===== src/rtl/preproc_pkg.sv =====
// Shared constants and FSM state encoding for the FFT/IFFT front-end preprocessor.
// FFT length and cyclic-prefix base lengths are given for the 2048-point case.
package preproc_pkg;

    localparam int FFT_MAX_NUM    = 2048;
    localparam int FFT_NUM_NBIT   = 12;
    localparam int CP_NOR_FST_NUM = 160;
    localparam int CP_NOR_NUM     = 144;
    localparam int CP_EXT_NUM     = 512;

    typedef enum logic [1:0] {
        PP_ST_IDLE = 2'd0,
        PP_ST_SKIP = 2'd1,
        PP_ST_SYM  = 2'd2
    } pp_state_e;

endpackage


===== src/rtl/preproc_cplen.sv =====
// Combinational symbol length N and cyclic-prefix length for one symbol configuration.
module preproc_cplen
    import preproc_pkg::*;
(
    input  logic                    fft_type_i,
    input  logic                    cp_type_i,
    input  logic                    din_s_i,
    input  logic [1:0]              num_pat_i,
    output logic [FFT_NUM_NBIT-1:0] cp_len_o,
    output logic [FFT_NUM_NBIT-1:0] sym_len_o
);

    logic [13:0] base;
    logic [13:0] scaled;

    always_comb begin
        base   = cp_type_i ? 14'(CP_EXT_NUM) : (din_s_i ? 14'(CP_NOR_FST_NUM) : 14'(CP_NOR_NUM));
        // CP shrinks with the FFT size in quarters: base * (4 - num_pat) / 4.
        scaled = base * (14'd4 - {12'd0, num_pat_i});
        cp_len_o  = fft_type_i ? '0 : scaled[13:2];
        sym_len_o = FFT_NUM_NBIT'(FFT_MAX_NUM) - {1'b0, num_pat_i, 9'd0};
    end

endmodule


===== src/rtl/preproc.sv =====
// Front-end ahead of the FFT/IFFT core: drops the cyclic prefix (FFT only) and frames
// the N symbol samples with sop/eop, one registered stage from din_v to dout_valid.
module preproc
    import preproc_pkg::*;
#(
    parameter int DATA_NBIT = 16
) (
    input  logic                 clk,
    input  logic                 reset,
    input  logic                 fft_type,
    input  logic                 cp_type,
    input  logic [1:0]           num_pat,
    input  logic                 din_h,
    input  logic                 din_s,
    input  logic                 din_v,
    input  logic [DATA_NBIT-1:0] din_i,
    input  logic [DATA_NBIT-1:0] din_q,
    input  logic                 dout_rdy,
    output logic                 dout_sop,
    output logic                 dout_eop,
    output logic                 dout_valid,
    output logic [DATA_NBIT-1:0] dout_real,
    output logic [DATA_NBIT-1:0] dout_imag,
    output logic                 dout_fst_cp,
    output logic                 sync_err,
    output logic                 ovf_err,
    output logic [1:0]           dbg_state_o
);

    pp_state_e state_q, state_d;
    logic [FFT_NUM_NBIT-1:0] cnt_q, cnt_d;
    logic ft_q, ft_d, ct_q, ct_d, s_q, s_d;
    logic [1:0] np_q, np_d;
    logic sync_q, sync_d, ovf_q, ovf_d;
    logic valid_q, valid_d, sop_q, sop_d, eop_q, eop_d;
    logic [DATA_NBIT-1:0] real_q, real_d, imag_q, imag_d;

    logic start;
    logic [FFT_NUM_NBIT-1:0] cp_len, sym_len;

    assign start = din_v & din_h;

    // A new header uses the live configuration; otherwise the one latched at its header.
    preproc_cplen u_cplen (
        .fft_type_i (start ? fft_type : ft_q),
        .cp_type_i  (start ? cp_type  : ct_q),
        .din_s_i    (start ? din_s    : s_q),
        .num_pat_i  (start ? num_pat  : np_q),
        .cp_len_o   (cp_len),
        .sym_len_o  (sym_len)
    );

    always_comb begin
        state_d = state_q;
        cnt_d   = cnt_q;
        ft_d    = ft_q;
        ct_d    = ct_q;
        s_d     = s_q;
        np_d    = np_q;
        sync_d  = sync_q;
        ovf_d   = ovf_q | (valid_q & ~dout_rdy);
        valid_d = 1'b0;
        sop_d   = 1'b0;
        eop_d   = 1'b0;
        if (start) begin
            ft_d  = fft_type;
            ct_d  = cp_type;
            s_d   = din_s;
            np_d  = num_pat;
            cnt_d = FFT_NUM_NBIT'(1);
            if (state_q != PP_ST_IDLE) sync_d = 1'b1;
            if (cp_len != '0) begin
                state_d = PP_ST_SKIP;
            end else begin
                state_d = PP_ST_SYM;
                valid_d = 1'b1;
                sop_d   = 1'b1;
            end
        end else if (din_v) begin
            case (state_q)
                PP_ST_SKIP: begin
                    if (cnt_q == cp_len - FFT_NUM_NBIT'(1)) begin
                        state_d = PP_ST_SYM;
                        cnt_d   = '0;
                    end else begin
                        cnt_d = cnt_q + FFT_NUM_NBIT'(1);
                    end
                end
                PP_ST_SYM: begin
                    valid_d = 1'b1;
                    sop_d   = (cnt_q == '0);
                    if (cnt_q == sym_len - FFT_NUM_NBIT'(1)) begin
                        eop_d   = 1'b1;
                        state_d = PP_ST_IDLE;
                        cnt_d   = '0;
                    end else begin
                        cnt_d = cnt_q + FFT_NUM_NBIT'(1);
                    end
                end
                default: ;
            endcase
        end
        real_d = valid_d ? din_i : '0;
        imag_d = valid_d ? din_q : '0;
    end

    always_ff @(posedge clk or negedge reset) begin
        if (!reset) begin
            state_q <= PP_ST_IDLE;
            cnt_q   <= '0;
            ft_q    <= 1'b0;
            ct_q    <= 1'b0;
            s_q     <= 1'b0;
            np_q    <= 2'd0;
            sync_q  <= 1'b0;
            ovf_q   <= 1'b0;
            valid_q <= 1'b0;
            sop_q   <= 1'b0;
            eop_q   <= 1'b0;
            real_q  <= '0;
            imag_q  <= '0;
        end else begin
            state_q <= state_d;
            cnt_q   <= cnt_d;
            ft_q    <= ft_d;
            ct_q    <= ct_d;
            s_q     <= s_d;
            np_q    <= np_d;
            sync_q  <= sync_d;
            ovf_q   <= ovf_d;
            valid_q <= valid_d;
            sop_q   <= sop_d;
            eop_q   <= eop_d;
            real_q  <= real_d;
            imag_q  <= imag_d;
        end
    end

    assign dout_valid  = valid_q;
    assign dout_sop    = sop_q;
    assign dout_eop    = eop_q;
    assign dout_real   = real_q;
    assign dout_imag   = imag_q;
    assign dout_fst_cp = s_q;
    assign sync_err    = sync_q;
    assign ovf_err     = ovf_q;
    assign dbg_state_o = state_q;

endmodule


===== config.mk =====
export PLATFORM = sky130hd
export DESIGN_NAME = preproc
export DESIGN_NICKNAME = d
export VERILOG_FILES = /design/src/rtl/preproc_pkg.sv /design/src/rtl/preproc_cplen.sv /design/src/rtl/preproc.sv
export SDC_FILE = /design/constraint.sdc
export NUM_CORES = 1
export LEC_CHECK = 0
export ABC_AREA = 0
export BUFFER_PORTS_ARGS = -buffer_cell sky130_fd_sc_hd__buf_2
export CAP_MARGIN = 30
export CORE_ASPECT_RATIO = 0.6
export CORE_MARGIN = 2
export CORE_UTILIZATION = 55
export CTS_BUF_LIST = sky130_fd_sc_hd__clkbuf_8
export DETAILED_ROUTE_END_ITERATION = 6
export HOLD_SLACK_MARGIN = 0.1
export PLACE_DENSITY = 0.8
export SLEW_MARGIN = 15
export SYNTH_ARGS = -nofsm -noshare
export SYNTH_HDL_FRONTEND = slang
export SYNTH_SLANG_ARGS = --single-unit

===== constraint.sdc =====
create_clock -name clk -period 5.4 [get_ports clk]
set_input_delay 0.54 -clock clk [delete_from_list [all_inputs] [get_ports clk]]
set_output_delay 0.54 -clock clk [all_outputs]
set_load 0.02 [all_outputs]

==> impl_results.md <==
- CTS tree: done
- Worst rel slew slack: 54.65%
- Yosys reg bits: 56
- Ys async rst share: 100.0%
- Crit-path slowest cell: fa_1
- Gate power share: 38.2%
- Max IR drop VDD: 0.1960 mV
- Syn nets: 376
- Horiz. Die Dim: 102.1 um
- HP Class: input port to asynchronous set/reset pin
- Total vias in the final route: 2657
- RSZ-0062 raised after global routing: false
- Pwr Total: 1.284 mW
- Top cells by area, synth: dfrtp_1 (44%), nor2b_1 (7.1%), ha_1 (4.7%)
- Switch share: 38.62%
- Syn. warnings: 0
- # DRC: 0
- Slew Limit Fails: 0
- DR iter-0 viols: 238
- CP Data Arrival Time: 5250 ps
- CP Class: input port to register
- Drt total wl: 7.723 mm
- Ant. Diodes: 0
- Detailed placement HPWL: 5.894 mm
- Core footprint: 5570 um2
- Layout cells sized above 1: 30.71%
- CTS root buffer: clkbuf_8
- Ports: 82
- Area after DPL: 3699 um2
- CP Cell Sequence: buf_2, buf_4, nand2_4, mux2i_1, xnor2_1, nand2b_1, nor2_1, ha_1, ha_1, ha_1, fa_1, nand3_1, a32o_1, o32ai_1, o31ai_2, o21ai_1, xor2_1, or4_4, o211a_1, or2_1
- Area added between synthesis and finish: 20.92%
- Routed wire length per instance: 15.86 um
- Crit path max fanout: 10
- PwrDens: 334.5 nW/um2
- Final hold vios: 0
- Clock Power Share: 18.5%
- Leakage: 1.934 nW
- CP top delay family: compound AO/OA/AOI/OAI gates
- WHS: 346.1 ps
- Initial core utilization: 57.01%
- Cells after Synth: 321
- Internal power: 0.7883 mW
- Final-report setup violation count: 0
- Worst Slack Setup Final: 354.4 ps
- Mapped Area: 3176 um2
- CP Data Required Time: 5600 ps
- Post-synthesis sequential area ratio: 44.13%
- Routability cong.: 0.9028
- CTS HTree Levels: 2
- Nets: 461
- PortBufs: 81
- Result of the run: finished, final reports clean
- Clock Latency Late Sink: 310 ps
- Worst Setup Start Kind: input port
- Synth top area share: 44.13%
- CTS Buffer Depth: 2
- CTS Sinks: 56
- Synth cell types: 64
- First-pass GRT wire length: 12.63 mm
- Hold_buf cts: 0
- Setup crit end kind: register
- Number of CTS-inserted buffers: 5
- Switching pwr: 0.4959 mW
- Period utilization: 93.44%
- Via-per-instance ratio: 5.456
- Critical path's largest stage delay: 660 ps
- EDFF count, synth: 0
- Die Height: 62.86 um
- Final min period: 5046 ps
- Crit-path most repeated cell: ha_1
- Syn avg cell area: 9.893 um2
- Crit path buf inv count: 2
- Largest net degree at the start of global routing: 57
- GRT Util Overall: 25.18%
- Setup Slack @ Placement: -61.57 ps
- Grt ovf: 0
- Die area: 6418 um2
- Achievable frequency: 198.2 MHz
- Flop pwr share: 43.3%
- Core Rows: 21
- Drt first pass iters: 4
- Antenna violation net count after detailed routing: 0
- Slew @ Worst Pin: 680.3 ps
- Vias in the first global route: 2544
- Non-Filler Cell Area, Final: 3840 um2
- Synth Flop Type: dfrtp_1
- Worst Skew: 7.759 ps
- Worst-path clk slew: 100 ps
- Initial antenna violation count: 0
- Area leader, netlist: dfrtp_1
- # Max-Cap Violations: 0
worst reg2reg max path: cells and delay by family (launching register included):
kind,cells,cell delay (ps)
AO/OA/AOI/OAI,5,1310
XOR/XNOR,2,310
adder cells (fa/ha/maj),4,1240
flip-flops,1,420
multiplexers,1,280
AND/OR/NAND/NOR,5,1130
timing repair:
action | in CTS | in global routing
endpoints found under the setup margin | 0 | 10
resized for setup | 0 | 4
buffers inserted | 0 | 3
cell usage after synthesis, types with 7 or more instances:
cell	n
a21oi_1	10
clkbuf_1	12
dfrtp_1	56
ha_1	12
inv_1	14
nand2_1	22
nand3_1	9
nor2_1	23
nor2b_1	36
nor3_1	12
nor4_1	7
o21ai_0	7
xnor2_1	9
stage by stage:
stage	TNS (ps)	instances	util (%)
floorplan	0	321	-
global placement	0	475	66.13
detailed placement	-61.57	476	66.40
CTS	0	484	68.13
global route	0	487	68.94
finish	0	487	68.94
flip-flops by register name, summed over array words and instances (netlist names):
name	cells
dout_eop	1
ovf_err	1
dout_valid	1
dout_sop	1
dout_real	16
ct_q	1
sync_err	1
ft_q	1
dbg_state_o	2
cnt_q	12
np_q	2
dout_imag	16
dout_fst_cp	1
layout by cell type (no fill, tap or decap), types with 4 or more instances in the layout:
| master | n |
|---|---|
| dfrtp_1 | 56 |
| o21ai_0 | 7 |
| xor2_1 | 4 |
| buf_2 | 81 |
| nor2b_1 | 35 |
| a21o_1 | 4 |
| nand2_1 | 22 |
| nor4_1 | 7 |
| nor2_1 | 23 |
| nor3_1 | 11 |
| a21oi_1 | 10 |
| inv_1 | 14 |
| clkbuf_8 | 5 |
| nand3_1 | 9 |
| mux2i_1 | 4 |
| a221o_1 | 5 |
| ha_1 | 12 |
| buf_4 | 14 |
| xnor2_1 | 9 |
logic make-up (layout without fill, tap and decap cells):
group	Yosys count	count (layout)	share of synthesized area (%)
AND/OR/NAND/NOR	143	143	25.85
AO/OA/AOI/OAI	57	57	14.26
flip-flops	56	56	44.13
buffers and inverters	32	118	4.255
XOR/XNOR	14	14	3.861
adder cells (fa/ha/maj)	13	13	5.358
multiplexers	6	6	2.285
path summary, 6_finish.rpt:
kind	startpoint	end	slack, ps	depth (start not counted)
max	din_v	dbg_state_o[0]$_DFFE_PN0P_	350	20
min	reset	np_q[0]$_DFF_PN0_	350	2
max reg2reg	np_q[0]$_DFF_PN0_	dbg_state_o[0]$_DFFE_PN0P_	610	17
min reg2reg	ovf_err$_DFF_PN0_	ovf_err$_DFF_PN0_	490	1
max in group asynchronous	reset	dout_real[14]$_DFF_PN0_	4610	2
min in group clk	din_i[2]	dout_real[2]$_DFF_PN0_	440	2
power by group through the flow:
stage,Clock [mW],Sequential [mW],Combinational [mW]
detailed placement,0,0.562,0.480
global route,0.263,0.567,0.543
floorplan,0,0.549,0.358
finish,0.238,0.556,0.490
global placement,0,0.560,0.467
CTS,0.246,0.554,0.482
per-layer routing:
metal	GRT usage (%)	share of wire, %	vias to the layer above
met4	5.167	0.28	0
met3	5.593	11	2
met2	36.27	43	121
met5	0	0	-
li1	-	-	1294
met1	38.85	46	1240
cell type report:
cell class	instances	area (um2)
multi-input combinational	233	1664
clock buffer	5	68.82
tap	80	100.1
sequential	56	1401
clock inverter	3	27.53
inverter	14	52.55
timing repair buffer	96	525.5
fill	450	1730
(Power assumes the default switching activity.)
